--- config.mk ---
export PLATFORM = sky130hd
export DESIGN_NAME = dmem_access_ctrl
export DESIGN_NICKNAME = d
export VERILOG_FILES = /design/src/rtl/dmem_access_ctrl.sv
export SDC_FILE = /design/constraint.sdc
export NUM_CORES = 1
export LEC_CHECK = 0
export CORE_UTILIZATION = 46
export CTS_CLUSTER_SIZE = 30
export DETAILED_ROUTE_END_ITERATION = 12
export PLACE_DENSITY = 0.8
export SLEW_MARGIN = 40
export SYNTH_ARGS = -nofsm -noshare
export SYNTH_HDL_FRONTEND = slang
export SYNTH_SLANG_ARGS = --single-unit
export TNS_END_PERCENT = 30
--- constraint.sdc ---
create_clock -name clk -period 3 [get_ports clk]
set_input_delay 0.3 -clock clk [delete_from_list [all_inputs] [get_ports clk]]
set_output_delay 0.3 -clock clk [all_outputs]
set_load 0.03 [all_outputs]
--- src/rtl/dmem_access_ctrl.sv ---
// Load/store sequencer for the single-port, word-addressed data memory.
// Handles sub-word extraction and extension, read-modify-write sub-word stores,
// and alignment errors.
module dmem_access_ctrl #(
  parameter int unsigned READ_WAIT = 1,
  parameter int unsigned ADDR_W    = 32
) (
  input  logic              clk,
  input  logic              reset,
  input  logic              req_valid,
  output logic              req_ready,
  input  logic              req_write,
  input  logic [1:0]        req_size,
  input  logic              req_unsigned,
  input  logic [ADDR_W-1:0] req_addr,
  input  logic [31:0]       req_wdata,
  output logic              resp_valid,
  input  logic              resp_ready,
  output logic [31:0]       resp_rdata,
  output logic              resp_error,
  output logic              mem_store,
  output logic [31:0]       mem_address,
  output logic [31:0]       mem_wdata,
  input  logic [31:0]       mem_rdata
);

  localparam logic [3:0] WaitLast = 4'(READ_WAIT);

  typedef enum logic [1:0] {StIdle, StRead, StWrite, StResp} state_e;

  state_e      state_q;
  logic [1:0]  lane_q;
  logic [1:0]  size_q;
  logic        unsigned_q;
  logic        write_q;
  logic [15:0] wdata_q;
  logic [3:0]  wait_q;

  logic        req_err;
  logic [7:0]  rd_byte;
  logic [15:0] rd_half;
  logic [31:0] load_result;
  logic [31:0] merged_word;
  logic [4:0]  lane_shift;

  assign req_ready = (state_q == StIdle);
  assign mem_store = (state_q == StWrite) && !reset;

  assign req_err = (req_size == 2'd3) ||
                   (req_size == 2'd1 && req_addr[0]) ||
                   (req_size == 2'd2 && req_addr[1:0] != 2'b00);

  assign lane_shift = {lane_q, 3'b000};

  always_comb begin
    rd_byte = mem_rdata[7:0];
    unique case (lane_q)
      2'd0: rd_byte = mem_rdata[7:0];
      2'd1: rd_byte = mem_rdata[15:8];
      2'd2: rd_byte = mem_rdata[23:16];
      2'd3: rd_byte = mem_rdata[31:24];
      default: rd_byte = mem_rdata[7:0];
    endcase
    // Half accesses reaching here are aligned, so lane[1] selects the half.
    rd_half = lane_q[1] ? mem_rdata[31:16] : mem_rdata[15:0];

    load_result = mem_rdata;
    merged_word = mem_rdata;
    unique case (size_q)
      2'd0: begin
        load_result = unsigned_q ? {24'h0, rd_byte} : {{24{rd_byte[7]}}, rd_byte};
        merged_word = (mem_rdata & ~(32'h0000_00ff << lane_shift)) |
                      ({24'h0, wdata_q[7:0]} << lane_shift);
      end
      2'd1: begin
        load_result = unsigned_q ? {16'h0, rd_half} : {{16{rd_half[15]}}, rd_half};
        merged_word = (mem_rdata & ~(32'h0000_ffff << lane_shift)) |
                      ({16'h0, wdata_q} << lane_shift);
      end
      default: begin
        load_result = mem_rdata;
        merged_word = mem_rdata;
      end
    endcase
  end

  always_ff @(posedge clk) begin
    if (reset) begin
      state_q     <= StIdle;
      lane_q      <= 2'b00;
      size_q      <= 2'b00;
      unsigned_q  <= 1'b0;
      write_q     <= 1'b0;
      wdata_q     <= 16'h0;
      wait_q      <= 4'd0;
      resp_valid  <= 1'b0;
      resp_error  <= 1'b0;
      resp_rdata  <= 32'h0;
      mem_address <= 32'h0;
      mem_wdata   <= 32'h0;
    end else begin
      unique case (state_q)
        StIdle: begin
          if (req_valid) begin
            lane_q      <= req_addr[1:0];
            size_q      <= req_size;
            unsigned_q  <= req_unsigned;
            write_q     <= req_write;
            wdata_q     <= req_wdata[15:0];
            mem_address <= 32'(req_addr[ADDR_W-1:2]);
            if (req_err) begin
              resp_error <= 1'b1;
              resp_rdata <= 32'h0;
              resp_valid <= 1'b1;
              state_q    <= StResp;
            end else if (req_write && req_size == 2'd2) begin
              mem_wdata <= req_wdata;
              state_q   <= StWrite;
            end else begin
              wait_q  <= 4'd1;
              state_q <= StRead;
            end
          end
        end
        StRead: begin
          if (wait_q == WaitLast) begin
            if (write_q) begin
              mem_wdata <= merged_word;
              state_q   <= StWrite;
            end else begin
              resp_rdata <= load_result;
              resp_error <= 1'b0;
              resp_valid <= 1'b1;
              state_q    <= StResp;
            end
          end else begin
            wait_q <= wait_q + 4'd1;
          end
        end
        StWrite: begin
          resp_rdata <= 32'h0;
          resp_error <= 1'b0;
          resp_valid <= 1'b1;
          state_q    <= StResp;
        end
        StResp: begin
          if (resp_ready) begin
            resp_valid <= 1'b0;
            state_q    <= StIdle;
          end
        end
        default: state_q <= StIdle;
      endcase
    end
  end

endmodule

; ---- After elaboration in Yosys (flattened, before gate mapping)
; Cells that the tools add are included.
[totals]
reg_bits = 124
inputBits = 104
output_inout_bits = 100
elab_cells = 101
[classes]
add_sub_neg = 1
eq_ne = 21
n_shift = 4
n_mux = 38
bitwise = 6
reduce_logical = 19
[ops]
columns = op, n
row1 = two-way mux 32 bit, 11
row2 = one-hot mux 32 bit (2 select lines), 3
row3 = one-hot mux 32 bit (3 select lines), 1
row4 = bitwise AND 32 bit, 2
row5 = inverter 32 bit, 2
row6 = bitwise OR 32 bit, 2
row7 = one-hot mux 8 bit (4 select lines), 1
row8 = << shifter 16 x 5 -> 32 bit, 1
row9 = "<< shifter 16 x 5 -> 32 bit, first input constant", 1
row10 = << shifter 8 x 5 -> 32 bit, 1
row11 = "<< shifter 8 x 5 -> 32 bit, first input constant", 1
row12 = two-way mux 16 bit, 1
row13 = two-way mux 4 bit, 4
row14 = "!= test 2 bit, second input constant", 8
row15 = AND reduction 5 bit, 3
row16 = "== test 2 bit, second input constant", 6
row17 = two-way mux 2 bit, 5
row18 = "== test 2 x 1 -> 1 bit, second input constant", 4
row19 = two-way mux 1 bit, 8
row20 = one-hot mux 2 bit (4 select lines), 1
row21 = one-hot mux 4 bit (2 select lines), 1
row22 = zero test 2 bit, 3
row23 = AND reduction 6 bit, 1
row24 = "adder 4 x 1 -> 4 bit, second input constant", 1
row25 = 11 further kinds, 17

; ---- Logic depth before layout (Yosys ltp)
; Gate-level depths: netlist of the first run.
[depth]
depth_word = 8
ltp_mapped = 11
mapped_depth_nobuf = 7

; ---- Worst setup path before layout of the first run
; Ideal clock, no wire load.
[synth_path]
path_kind = flip-flop to flip-flop
startpoint = reg lane_q[1]
endpoint = reg resp_rdata[22]
setup_ns = 0.070
arrival_ns = 2.388
required_ns = 2.930
setup_slack_ns = 0.542
path_stages_with_launch = 12
n_path_buf = 4
synth_period_minus_slack_ns = 2.458
cell_sequence = dfxtp_1 > buf_2 > inv_1 > clkbuf_1 > ha_1 > clkbuf_2 > a21oi_1 > a2111oi_2 > nor2_1 > a21bo_2 > buf_6 > o2bb2ai_1
[synth_between]
elab_chain_cells = 7
elab_cells_between_ends = 12
cone_classes = eq/ne (3) / mux (8) / reduce/logical (1)
[synth_lines]
columns = item, line
row1 = start: declaration, 32  ; logic [1:0] lane_q;
row2 = start signal: assignment, 105  ; lane_q <= req_addr[1:0];
row3 = "== test 2 bit, or another cell as far along", 57  ; unique case (lane_q)
row4 = one-hot mux 8 bit (4 select lines), 57
row5 = two-way mux 32 bit, 71  ; load_result = unsigned_q ? {24'h0, rd_byte} : {{24{rd_byte[7]}}, rd_byte};
row6 = one-hot mux 32 bit (2 select lines) *, 69  ; unique case (size_q)
row7 = two-way mux 32 bit *, 127  ; if (write_q) begin
row8 = two-way mux 32 bit *, 126  ; if (wait_q == WaitLast) begin
row9 = one-hot mux 32 bit (3 select lines) *, 102  ; unique case (state_q)
row10 = end signal: assignment, 131  ; resp_rdata <= load_result;
row11 = end: declaration, 19  ; output logic [31:0] resp_rdata,
; Every way passes the cells marked *; elsewhere a longest branch is shown, timed or not. The select of a mux whose other input is x is not followed.
; A chain may end at the register's enable or synchronous reset.

; ---- Final worst setup path of the first run
[layout_path]
startpoint = reg state_q[0]
endpoint = reg mem_wdata[7]
[layout_between]
elab_chain_cells = 3
elab_cells_between_ends = 10
cone_classes = eq/ne (6) / mux (1) / reduce/logical (3)
[layout_lines]
columns = item, line
row1 = start: declaration, 31  ; state_e state_q;
row2 = start signal: assignment, 89  ; state_q <= StIdle;
row3 = start signal: assignment, 115  ; state_q <= StResp;
row4 = start signal: assignment, 118  ; state_q <= StWrite;
row5 = == test 2 x 1 -> 1 bit / zero test 2 bit (equally long branches), 102
row6 = "!= test 2 bit (no source line), or another cell as far along", n/a
row7 = AND reduction 6 bit (no source line), n/a
row8 = end signal: assignment, 117  ; mem_wdata <= req_wdata;
row9 = end signal: assignment, 128  ; mem_wdata <= merged_word;
row10 = end: declaration, 23  ; output logic [31:0] mem_wdata,
; Parallel ways exist; a longest one is shown, timed or not.

==> results of run 1 <==
==> registers in the layout (all words and copies together), names as in the netlist <==
| name | flops |
|---|---|
| lane_q | 2 |
| resp_rdata | 32 |
| wdata_q | 16 |
| state_q | 2 |
| write_q | 1 |
| resp_valid | 1 |
| unsigned_q | 1 |
| mem_wdata | 32 |
| resp_error | 1 |
| mem_address | 30 |
| wait_q | 4 |
| size_q | 2 |
==> how the worst min path moves through the flow <==
stage | cells after the start | start | end
final | 2 | reset | wdata_q[9]
after global routing | 2 | reset | wdata_q[11]
after CTS | 2 | reset | wdata_q[11]
after detailed placement | 2 | mem_address[10] | mem_address[10]
after global placement | 2 | mem_address[5] | mem_address[5]
after floorplan | 2 | req_write | write_q
==> layout by cell type, fill, tap and decap left out, types with 9 or more instances in the layout <==
cell                              count
sky130_fd_sc_hd__a21oi_1             75
sky130_fd_sc_hd__a221oi_1            32
sky130_fd_sc_hd__a22oi_1             10
sky130_fd_sc_hd__buf_4               14
sky130_fd_sc_hd__clkbuf_16           17
sky130_fd_sc_hd__clkdlybuf4s50_1    200
sky130_fd_sc_hd__dfxtp_1            124
sky130_fd_sc_hd__ha_1                11
sky130_fd_sc_hd__inv_1               11
sky130_fd_sc_hd__mux2i_1             10
sky130_fd_sc_hd__nand2_1            138
sky130_fd_sc_hd__nand2b_1            11
sky130_fd_sc_hd__nand3b_1            19
sky130_fd_sc_hd__nor2_1              59
sky130_fd_sc_hd__nor2b_1             18
sky130_fd_sc_hd__o21ai_0             12
sky130_fd_sc_hd__o22ai_1             13
sky130_fd_sc_hd__o2bb2ai_1           17
sky130_fd_sc_hd__o41ai_1              9
sky130_fd_sc_hd__or3_1               16
==> per-layer routing <==
layer | GRT usage [%] | part of all wire, %
met5 | 0 | 0
met2 | 48.5 | 48
met3 | 8.75 | 8.7
met4 | 12.2 | 2.8
met1 | 36.2 | 41
==> through the flow <==
stage | worst slack, ns | instances | cell area, um^2
after floorplan | 0.542 | 734 | 6110
after global placement | 0.518 | 1055 | 8150
after detailed placement | 0.297 | 1055 | 8150
after CTS | 0.337 | 1087 | 8760
after global routing | 0.117 | 1087 | 8770
final | 0.319 | 1087 | 8770
==> report_power, final <==
| part | internal, uW | switching [uW] | leakage (uW) |
|---|---|---|---|
| clock | 1370 | 764 | 0.000288 |
| combinational | 1110 | 1840 | 0.00181 |
| sequential | 1930 | 203 | 0.00101 |
==> cells by family (layout without fill, tap and decap cells) <==
group,after synthesis,count (layout)
simple gates,278,278
mux,10,10
compound gates,230,230
buf+inv,78,259
flops,124,124
xor+xnor,1,1
fa+ha+maj,11,11
other cells,1,2
==> worst max-delay path, stage by stage (launching register included) <==
cell and delay (ns):
sky130_fd_sc_hd__dfxtp_1 0.35, sky130_fd_sc_hd__inv_1 0.10, sky130_fd_sc_hd__ha_1 0.39, sky130_fd_sc_hd__nand4b_2 0.17
sky130_fd_sc_hd__o31a_1 0.26, sky130_fd_sc_hd__a211o_2 0.50, sky130_fd_sc_hd__buf_4 0.33, sky130_fd_sc_hd__o41ai_1 0.44
==> final cells by class <==
class / instances / area [um^2]
multi-input combinational: 532 / 3300
sequential: 124 / 2480
clock inverter: 10 / 139
timing repair buffer: 214 / 2110
clock buffer: 22 / 474
tap: 172 / 215
inverter: 13 / 48.8
fill: 990 / 4010
==> results.json, run 1 <==
{
  "outcome": "finished clean",
  "cts_num_sinks": 124,
  "synthTopCellsByArea": "sky130_fd_sc_hd__dfxtp_1 (41%), sky130_fd_sc_hd__nand2_1 (8.5%), sky130_fd_sc_hd__a21oi_1 (6.2%), sky130_fd_sc_hd__a221oi_1 (4.6%), sky130_fd_sc_hd__nor2_1 (3.6%)",
  "floorplan.die.width_um": 117,
  "worst_ep_required_ns": 3.30,
  "worstSetupStartpoint": "state_q[0]",
  "yosysTopAreaCell": "sky130_fd_sc_hd__dfxtp_1",
  "grt_first_pass_wirelength_um": 31100,
  "cts_max_path_buffers": 2,
  "ant_nets": 0,
  "basic_gate_share_of_the_synthesized_area_counting_and_or_nand_and_nor_cells_pct": 21.5,
  "ir_drop_mv": 0.495,
  "synth_compound_area_share_pct": 28.2,
  "timing.final.hold_violations": 0,
  "worstReg2RegStart": "state_q[0]",
  "power_leakage_uw": 0.00310,
  "post_synth_xor_area_fraction_pct": 0.143,
  "timing.max_cap.violations": 0,
  "wire_per_inst_um": 18.7,
  "setup_repair_after_global_routing_missed_its_margin": "false",
  "seq_area_frac_synth_pct": 40.6,
  "total_wire_length_after_detailed_routing_um": 20400,
  "worst-r2r-cell-count": 7,
  "setup-violations-final": 0,
  "proportion_of_layout_cells_with_a_drive_suffix_above_1_pct": 7.76,
  "ys_seq_elements": 124,
  "skew_ns": 0.00581,
  "setup-tns-final_ns": 0,
  "clk_transition_reported_paths_ns": 0.06,
  "critical_path_arrival_ns": 2.98,
  "synth_edf_count": 0,
  "antenna_cells_inserted": 0,
  "least_margin_pin_slew_ns": 0.790,
  "layout.core_utilization_pct": 68.6,
  "crit_path_capture": "mem_wdata[7]",
  "finalWeightedCongestion": 0.896,
  "initialDrtViolationCount": 568,
  "grt_max_degree": 80,
  "grtUsageTotal_pct": 29.6,
  "avgSynthCellArea_um2": 8.34,
  "via_count_of_the_first_global_routing_pass": 6004,
  "y_dimension_of_the_die_um": 117,
  "final_max_slew_viol_count": 0,
  "ys_types": 58,
  "ys_warn_count": 0,
  "core_um2": 12800,
  "ys_async_sr_fraction_pct": 0,
  "synth_top_family_by_area": "compound AO/OA/AOI/OAI gates",
  "drc_errors": 0,
  "tritoncts_clock_tree": "done",
  "postSynthCellCount": 733,
  "maximum_level_of_the_cts_h_tree": 4,
  "port_buffer_cells": 201,
  "critical_path.endpoint_type": "register",
  "first_pass_iters": 6,
  "power.total_uw": 7210,
  "initial_core_util_pct": 47.8,
  "cts_inserted_buffers": 17,
  "cp_max_fo": 35,
  "hold_path_class": "in2reg",
  "finalWorstPathRequiredPeriod_ns": 2.68,
  "rrSetupSlack_ns": 0.32,
  "cts_hold_bufs": 0,
  "syn_to_layout_area_delta_pct": 43.5,
  "rows": 41,
  "synth_flop_cell": "sky130_fd_sc_hd__dfxtp_1",
  "post_synth_fa_ha_maj_area_fraction_pct": 2.25,
  "initial_antenna_violation_count": 0,
  "dominant_cell_by_count_in_the_synthesized_netlist": "sky130_fd_sc_hd__nand2_1",
  "clock-root-buffer": "sky130_fd_sc_hd__clkbuf_16",
  "final.hold.worst_slack_ns": 0.283,
  "synth_top_cells_by_count": "sky130_fd_sc_hd__nand2_1 (138), sky130_fd_sc_hd__dfxtp_1 (124), sky130_fd_sc_hd__a21oi_1 (76), sky130_fd_sc_hd__nor2_1 (59), sky130_fd_sc_hd__clkbuf_1 (50)",
  "globalRoute.totalOverflow": 0,
  "max_clock_freq_ghz": 0.373,
  "post_cts_resized": 0,
  "ioPinCount": 204,
  "detailroute.via_count": 6314,
  "cp-start-kind": "register",
  "worstSkewPairLatency_ns": 0.42,
  "final_worst_path_period_share_pct": 89.4,
  "dp.final_hpwl_um": 14600,
  "viasPerCell": 5.81,
  "post-cts-setup-buffer-count": 0,
  "power_density_over_the_cells_nw_per_um2": 822,
  "post_synth_instance_area_um2": 6110,
  "setup.worst_path.class": "reg2reg",
  "rr_endpoint": "mem_wdata[7]",
  "max_slew_margin_pct": 47.3,
  "synthMuxAreaShare_pct": 1.64,
  "synth_top_cell_area_share_pct": 40.6,
  "final_net_count": 1017,
  "fp.dieArea_um2": 13700
}
Power figures use the tool's default switching activity.
==> inputs of run 2 (changes only) <==
--- a/config.mk
+++ b/config.mk
@@ -5,6 +5,7 @@
 export SDC_FILE = /design/constraint.sdc
 export NUM_CORES = 1
 export LEC_CHECK = 0
+export CORE_ASPECT_RATIO = 1.2
 export CORE_UTILIZATION = 46
 export CTS_CLUSTER_SIZE = 30
 export DETAILED_ROUTE_END_ITERATION = 12
==> results.json, run 2 (synthesized netlist as in run 1, its figures left out) <==
{
  "outcome": "finished clean",
  "grtUsageMet3_pct": 9.66,
  "mostFrequentLayoutCells": "sky130_fd_sc_hd__clkdlybuf4s50_1 (200), sky130_fd_sc_hd__nand2_1 (138), sky130_fd_sc_hd__dfxtp_1 (124), sky130_fd_sc_hd__a21oi_1 (75), sky130_fd_sc_hd__nor2_1 (59)",
  "setup-violations-final": 0,
  "ioPinCount": 204,
  "worst_path_largest_cell_delay_ns": 0.46,
  "final_max_slew_viol_count": 0,
  "critical_path.most_common_cell": "sky130_fd_sc_hd__inv_1",
  "fillCellCount": 1048,
  "worst_ep_required_ns": 3.32,
  "initialDrtViolationCount": 430,
  "via_count_of_the_first_global_routing_pass": 6231,
  "grtUsageTotal_pct": 29.1,
  "clock-root-buffer": "sky130_fd_sc_hd__clkbuf_16",
  "y_dimension_of_the_die_um": 128,
  "power_density_over_the_cells_nw_per_um2": 811,
  "rr_endpoint": "mem_wdata[17]",
  "setup_repair_after_global_routing_missed_its_margin": "false",
  "finalWeightedCongestion": 0.967,
  "holdCritStartpoint": "reset",
  "grt_first_pass_wirelength_um": 31100,
  "timing.max_cap.violations": 0,
  "hold_path_class": "in2reg",
  "viasPerCell": 5.95,
  "cp_max_fo": 34,
  "cts_hold_bufs": 0,
  "clk_transition_reported_paths_ns": 0.06,
  "grt_max_degree": 61,
  "globalRouteMet2Util_pct": 49.6,
  "cts_num_sinks": 124,
  "cp-start-kind": "register",
  "antenna_cells_inserted": 0,
  "initial_core_util_pct": 47.8,
  "finalWorstPathRequiredPeriod_ns": 2.63,
  "final_net_count": 1018,
  "initial_antenna_violation_count": 0,
  "dp.final_hpwl_um": 14400,
  "drc_errors": 0,
  "globalRoute.totalOverflow": 0,
  "rrSetupSlack_ns": 0.37,
  "cts_inserted_buffers": 17,
  "fp.dieArea_um2": 13700,
  "rows": 45,
  "port_buffer_cells": 201,
  "setup_ws_ns": 0.373,
  "syn_to_layout_area_delta_pct": 43.0,
  "min_path_cells": 2,
  "worst-r2r-cell-count": 8,
  "worstReg2RegStart": "state_q[0]",
  "wire_per_inst_um": 18.2,
  "first_pass_iters": 7,
  "worstSkewPairLatency_ns": 0.42,
  "core_um2": 12800,
  "max_clock_freq_ghz": 0.381,
  "final_worst_path_period_share_pct": 87.6,
  "skew_ns": 0.00739,
  "worstPathCellList": "inv_1 -> ha_1 -> inv_1 -> o22ai_2 -> a211o_2 -> buf_4 -> nand3b_1 -> o41ai_2",
  "ir_drop_mv": 0.457,
  "setup-tns-final_ns": 0,
  "least_margin_pin_slew_ns": 0.629,
  "cts_max_path_buffers": 2,
  "critical_path_arrival_ns": 2.95,
  "post_cts_resized": 0,
  "setup.worst_path.class": "reg2reg",
  "timing.final.hold_violations": 0,
  "post-place-ws_ns": 0.391,
  "detailroute.via_count": 6431,
  "layout_commonest_cell": "sky130_fd_sc_hd__clkdlybuf4s50_1",
  "busiest_layer": "met2",
  "proportion_of_layout_cells_with_a_drive_suffix_above_1_pct": 7.97,
  "total_wire_length_after_detailed_routing_um": 19700,
  "timing.critical_path.slowest_stage_cell": "sky130_fd_sc_hd__a211o_2",
  "post-cts-setup-buffer-count": 0,
  "critical_path.endpoint_type": "register",
  "floorplan.die.width_um": 107,
  "power_leakage_uw": 0.00310,
  "worstHoldEndpoint": "state_q[0]",
  "global_route.usage.met1_pct": 31.9,
  "max_slew_margin_pct": 57.7,
  "maximum_level_of_the_cts_h_tree": 4,
  "ant_nets": 0,
  "tritoncts_clock_tree": "done",
  "reg.largest.list": "mem_wdata x32, resp_rdata x32, mem_address x30"
}
## run 2: worst max-delay path, delay by kind of cell (launching register included)
family | cells | cell delay [ns]
fa+ha+maj | 1 | 0.38
flops | 1 | 0.35
buf+inv | 3 | 0.70
compound gates | 3 | 0.92
simple gates | 1 | 0.16
## run 2: how the worst max path moves through the flow
stage | to | start | slack [ns] | cells past startpoint
2_1_floorplan | resp_rdata[22] | lane_q[1] | 0.54 | 11
3_3_place_gp | mem_wdata[7] | req_size[0] | 0.51 | 6
3_5_place_dp | mem_wdata[3] | req_size[0] | 0.39 | 6
4_1_cts | mem_wdata[17] | state_q[0] | 0.41 | 8
5_1_grt | mem_wdata[6] | state_q[0] | 0.07 | 8
6_report | mem_wdata[17] | state_q[0] | 0.37 | 8
## run 2: final cells by class
type                    instances  area (um^2)  area share [%]
clock buffers                  19          443            5.07
clock inverters                13          141            1.62
inverters                      13         48.8           0.558
multi-input cells             532         3300            37.8
flip-flops and latches        124         2480            28.4
well taps                     164          205            2.35
repair buffers                215         2110            24.2
## run 2: stage by stage
step | std cells | utilization (%) | power [uW] | hold WS, ns | cell area [um^2]
global placement | 1048 | 63.7 | 4970 | 0.442 | 8150
global route | 1080 | 68.4 | 7470 | 0.416 | 8740
floorplan | 734 | - | 4060 | 0.436 | 6110
detailed placement | 1048 | 63.7 | 5060 | 0.446 | 8150
CTS | 1080 | 68.3 | 7090 | 0.366 | 8730
finish | 1080 | 68.4 | 7090 | 0.374 | 8740
## run 2: power by group
part           total (uW)  internal (uW)  switching [uW]
logic                2930           1110            1820
clock network        2020           1250             772
registers            2140           1930             208
## run 2: metal layers
metal | up-vias | wire length [um]
met5 | - | 0
met4 | 0 | 867
met3 | 73 | 1910
met2 | 360 | 9430
met1 | 2996 | 7460
li1 | 3002 | -
==> inputs of run 3 (changes only) <==
--- a/config.mk
+++ b/config.mk
@@ -5,6 +5,7 @@
 export SDC_FILE = /design/constraint.sdc
 export NUM_CORES = 1
 export LEC_CHECK = 0
+export ABC_CLOCK_PERIOD_IN_PS = 3000
 export CORE_ASPECT_RATIO = 1.2
 export CORE_UTILIZATION = 46
 export CTS_CLUSTER_SIZE = 30
==> results of run 3 <==
No change in the layout: final DEF, timing and power equal those of run 2.
==> edit, RTL diff (flow settings as in run 2) <==
`ADDR_W`: 32 -> 40.
--- a/src/rtl/dmem_access_ctrl.sv
+++ b/src/rtl/dmem_access_ctrl.sv
@@ -3,7 +3,7 @@
 // and alignment errors.
 module dmem_access_ctrl #(
   parameter int unsigned READ_WAIT = 1,
-  parameter int unsigned ADDR_W    = 32
+  parameter int unsigned ADDR_W    = 40
 ) (
   input  logic              clk,
   input  logic              reset,
Interface: changed (resized req_addr); port bits go from 204 to 212. The function was not compared with the original's and may differ.
==> edit against run 2 <==
Via count rose by 0.93%; largest power group unchanged; first-iteration DRC count rose by 34%; non-clock buffer count rose by 7; die area rose by 2.2%; total power rose by 4.9%; combinational power rose by 5%; clock power rose by 8%; critical path type unchanged; wire length rose by 1.6%; highest routed layer unchanged; largest cell class unchanged; synthesized area rose by 2.2%; sequential cell count rose by 2; setup slack got worse by 0.12 ns; clock skew rose by 0.0014 ns; final area rose by 3.3%.
==> edit: results (changes against run 2) <==
| Metric | Value |
|---|---|
| Estimated wirelength of the detail-placed design | `14100 um (was 14400 um)` |
| Worst Skew | `0.00877 ns (was 0.00739 ns)` |
| Global-route wire length before repair | `31000 um (was 31100 um)` |
| Arrival time at the worst endpoint | `3.04 ns (was 2.95 ns)` |
| Final Wtd Congestion | `0.898 (was 0.967)` |
| Normalized max-slew margin | `46.4% (was 57.7%)` |
| Number of optimization iterations in the first detailed-route pass | `6 (was 7)` |
| Initial antenna violation count | `0 (unchanged)` |
| Number of different library cells in the post-synthesis netlist | `54 (was 58)` |
| Initial DRC Count | `576 (was 430)` |
| Post-detailed-routing wire length | `20000 um (was 19700 um)` |
| Worst Path Max Fanout | `16 (was 34)` |
| Port-buffer cells | `205 (was 201)` |
| Fraction of the yosys area taken by sequential cells | `40.4% (was 40.6%)` |
| Post-place setup slack | `0.285 ns (was 0.391 ns)` |
| Fraction of layout cells with a size suffix above 1 | `7.32% (was 7.97%)` |
| CTS root buf | `sky130_fd_sc_hd__clkbuf_16 (unchanged)` |
| Static Leak | `0.00324 uW (was 0.00310 uW)` |
| Critical Path Slowest Stage Cell | `sky130_fd_sc_hd__dfxtp_1 (was sky130_fd_sc_hd__a211o_2)` |
| Maximum cell stage delay along the critical path | `0.52 ns (was 0.46 ns)` |
| Vias per inst | `5.77 (was 5.95)` |
| Outcome | `finished, final reports clean (unchanged)` |
| Final nets | `1067 (was 1018)` |
| Number of global-route vias before repair | `6067 (was 6231)` |
| Most used standard cells in the synthesized netlist | `151 x sky130_fd_sc_hd__nand2_1, 126 x sky130_fd_sc_hd__dfxtp_1, 103 x sky130_fd_sc_hd__a21oi_1 (was 138 x sky130_fd_sc_hd__nand2_1, 124 x sky130_fd_sc_hd__dfxtp_1, 76 x sky130_fd_sc_hd__a21oi_1)` |
| Cell types with the largest area share after synthesis | `sky130_fd_sc_hd__dfxtp_1 40%, sky130_fd_sc_hd__nand2_1 9.1%, sky130_fd_sc_hd__a21oi_1 8.3% (was sky130_fd_sc_hd__dfxtp_1 41%, sky130_fd_sc_hd__nand2_1 8.5%, sky130_fd_sc_hd__a21oi_1 6.2%)` |
| Max IR drop VDD | `0.000512 V (was 0.000457 V)` |
| Worst-Skew Late Latency | `0.42 ns (about the same)` |
| Leading registers by flop count | `mem_address: 32 flops, mem_wdata: 32 flops, resp_rdata: 32 flops (was mem_wdata: 32 flops, resp_rdata: 32 flops, mem_address: 30 flops)` |
| Buffers inserted by post-CTS timing repair | `0 (unchanged)` |
| Global routing usage summed across all routing layers | `28.6% (was 29.1%)` |
| Switching Fraction | `38.7% (was 39.5%)` |
| Layout fillers | `1100 (was 1048)` |
| Pin count of the biggest net entering global routing | `113 (was 61)` |
[edit: cell type report]
cell class	instances	area, um2	area share [%]
tap	168	210	2.33
sequential	126	2520	27.9
timing repair buffer	222	2210	24.5
inverter	11	45.0	0.499
clock inverter	12	168	1.86
clock buffer	19	453	5.02
multi-input combinational	566	3410	37.8
[edit: logic make-up after synthesis]
kind of cell,share of synthesized area (%)
flops,40.4
fa+ha+maj,2.20
buf+inv,5.09
simple gates,23.6
compound gates,26.7
mux,2.08
[edit: what timing repair did]
action	4_1_cts	5_1_grt
gates resized for setup	0	1
setup endpoints to repair	0	1
hold buffers	0	0
[edit: worst register-to-register path, stage by stage (launching register included)]
cell,delay [ns]
sky130_fd_sc_hd__dfxtp_1,0.52
sky130_fd_sc_hd__clkinvlp_4,0.31
sky130_fd_sc_hd__ha_1,0.40
sky130_fd_sc_hd__a22oi_1,0.38
sky130_fd_sc_hd__a2111oi_4,0.15
sky130_fd_sc_hd__nor2_2,0.34
sky130_fd_sc_hd__a2111oi_4,0.12
sky130_fd_sc_hd__buf_4,0.21
sky130_fd_sc_hd__a22o_1,0.20
[edit: path summary, 6_finish.rpt]
kind	depth (start not counted)	slack [ns]	end	from
worst min register to register	2	0.45	mem_address[21]$_SDFFE_PP0P_	mem_address[21]$_SDFFE_PP0P_
worst min-delay path	3	0.42	resp_error$_SDFFE_PP0P_	reset
worst max register to register	8	0.26	resp_rdata[30]$_SDFFE_PP0P_	lane_q[0]$_SDFFE_PP0P_
worst max-delay path	8	0.26	resp_rdata[30]$_SDFFE_PP0P_	lane_q[0]$_SDFFE_PP0P_
[edit: through the flow]
step           std cells  util [%]  area [um2]
6_report            1124      68.2        9030
3_3_place_gp        1093      63.5        8400
3_5_place_dp        1093      63.5        8400
5_1_grt             1124      68.2        9030
2_1_floorplan        768         -        6250
4_1_cts             1124      68.2        9020
[edit: metal layers]
metal | wire length [um] | vias to the layer above | part of all wire, % | track usage (%)
met1 | 8390 | 3020 | 42 | 36.5
met5 | 0 | - | 0 | 0
met2 | 9150 | 335 | 46 | 45.3
met4 | 465 | 0 | 2.3 | 11.5
met3 | 1980 | 34 | 9.9 | 8.35
li1 | - | 3102 | - | -
[edit: power by group through the flow]
| stage | sequential [uW] | clock (uW) | combinational (uW) |
|---|---|---|---|
| global route | 2200 | 2270 | 3340 |
| global placement | 2180 | 0 | 3030 |
| finish | 2160 | 2180 | 3090 |
| detailed placement | 2190 | 0 | 3060 |
| floorplan | 2560 | 0 | 1590 |
| CTS | 2160 | 2200 | 3080 |
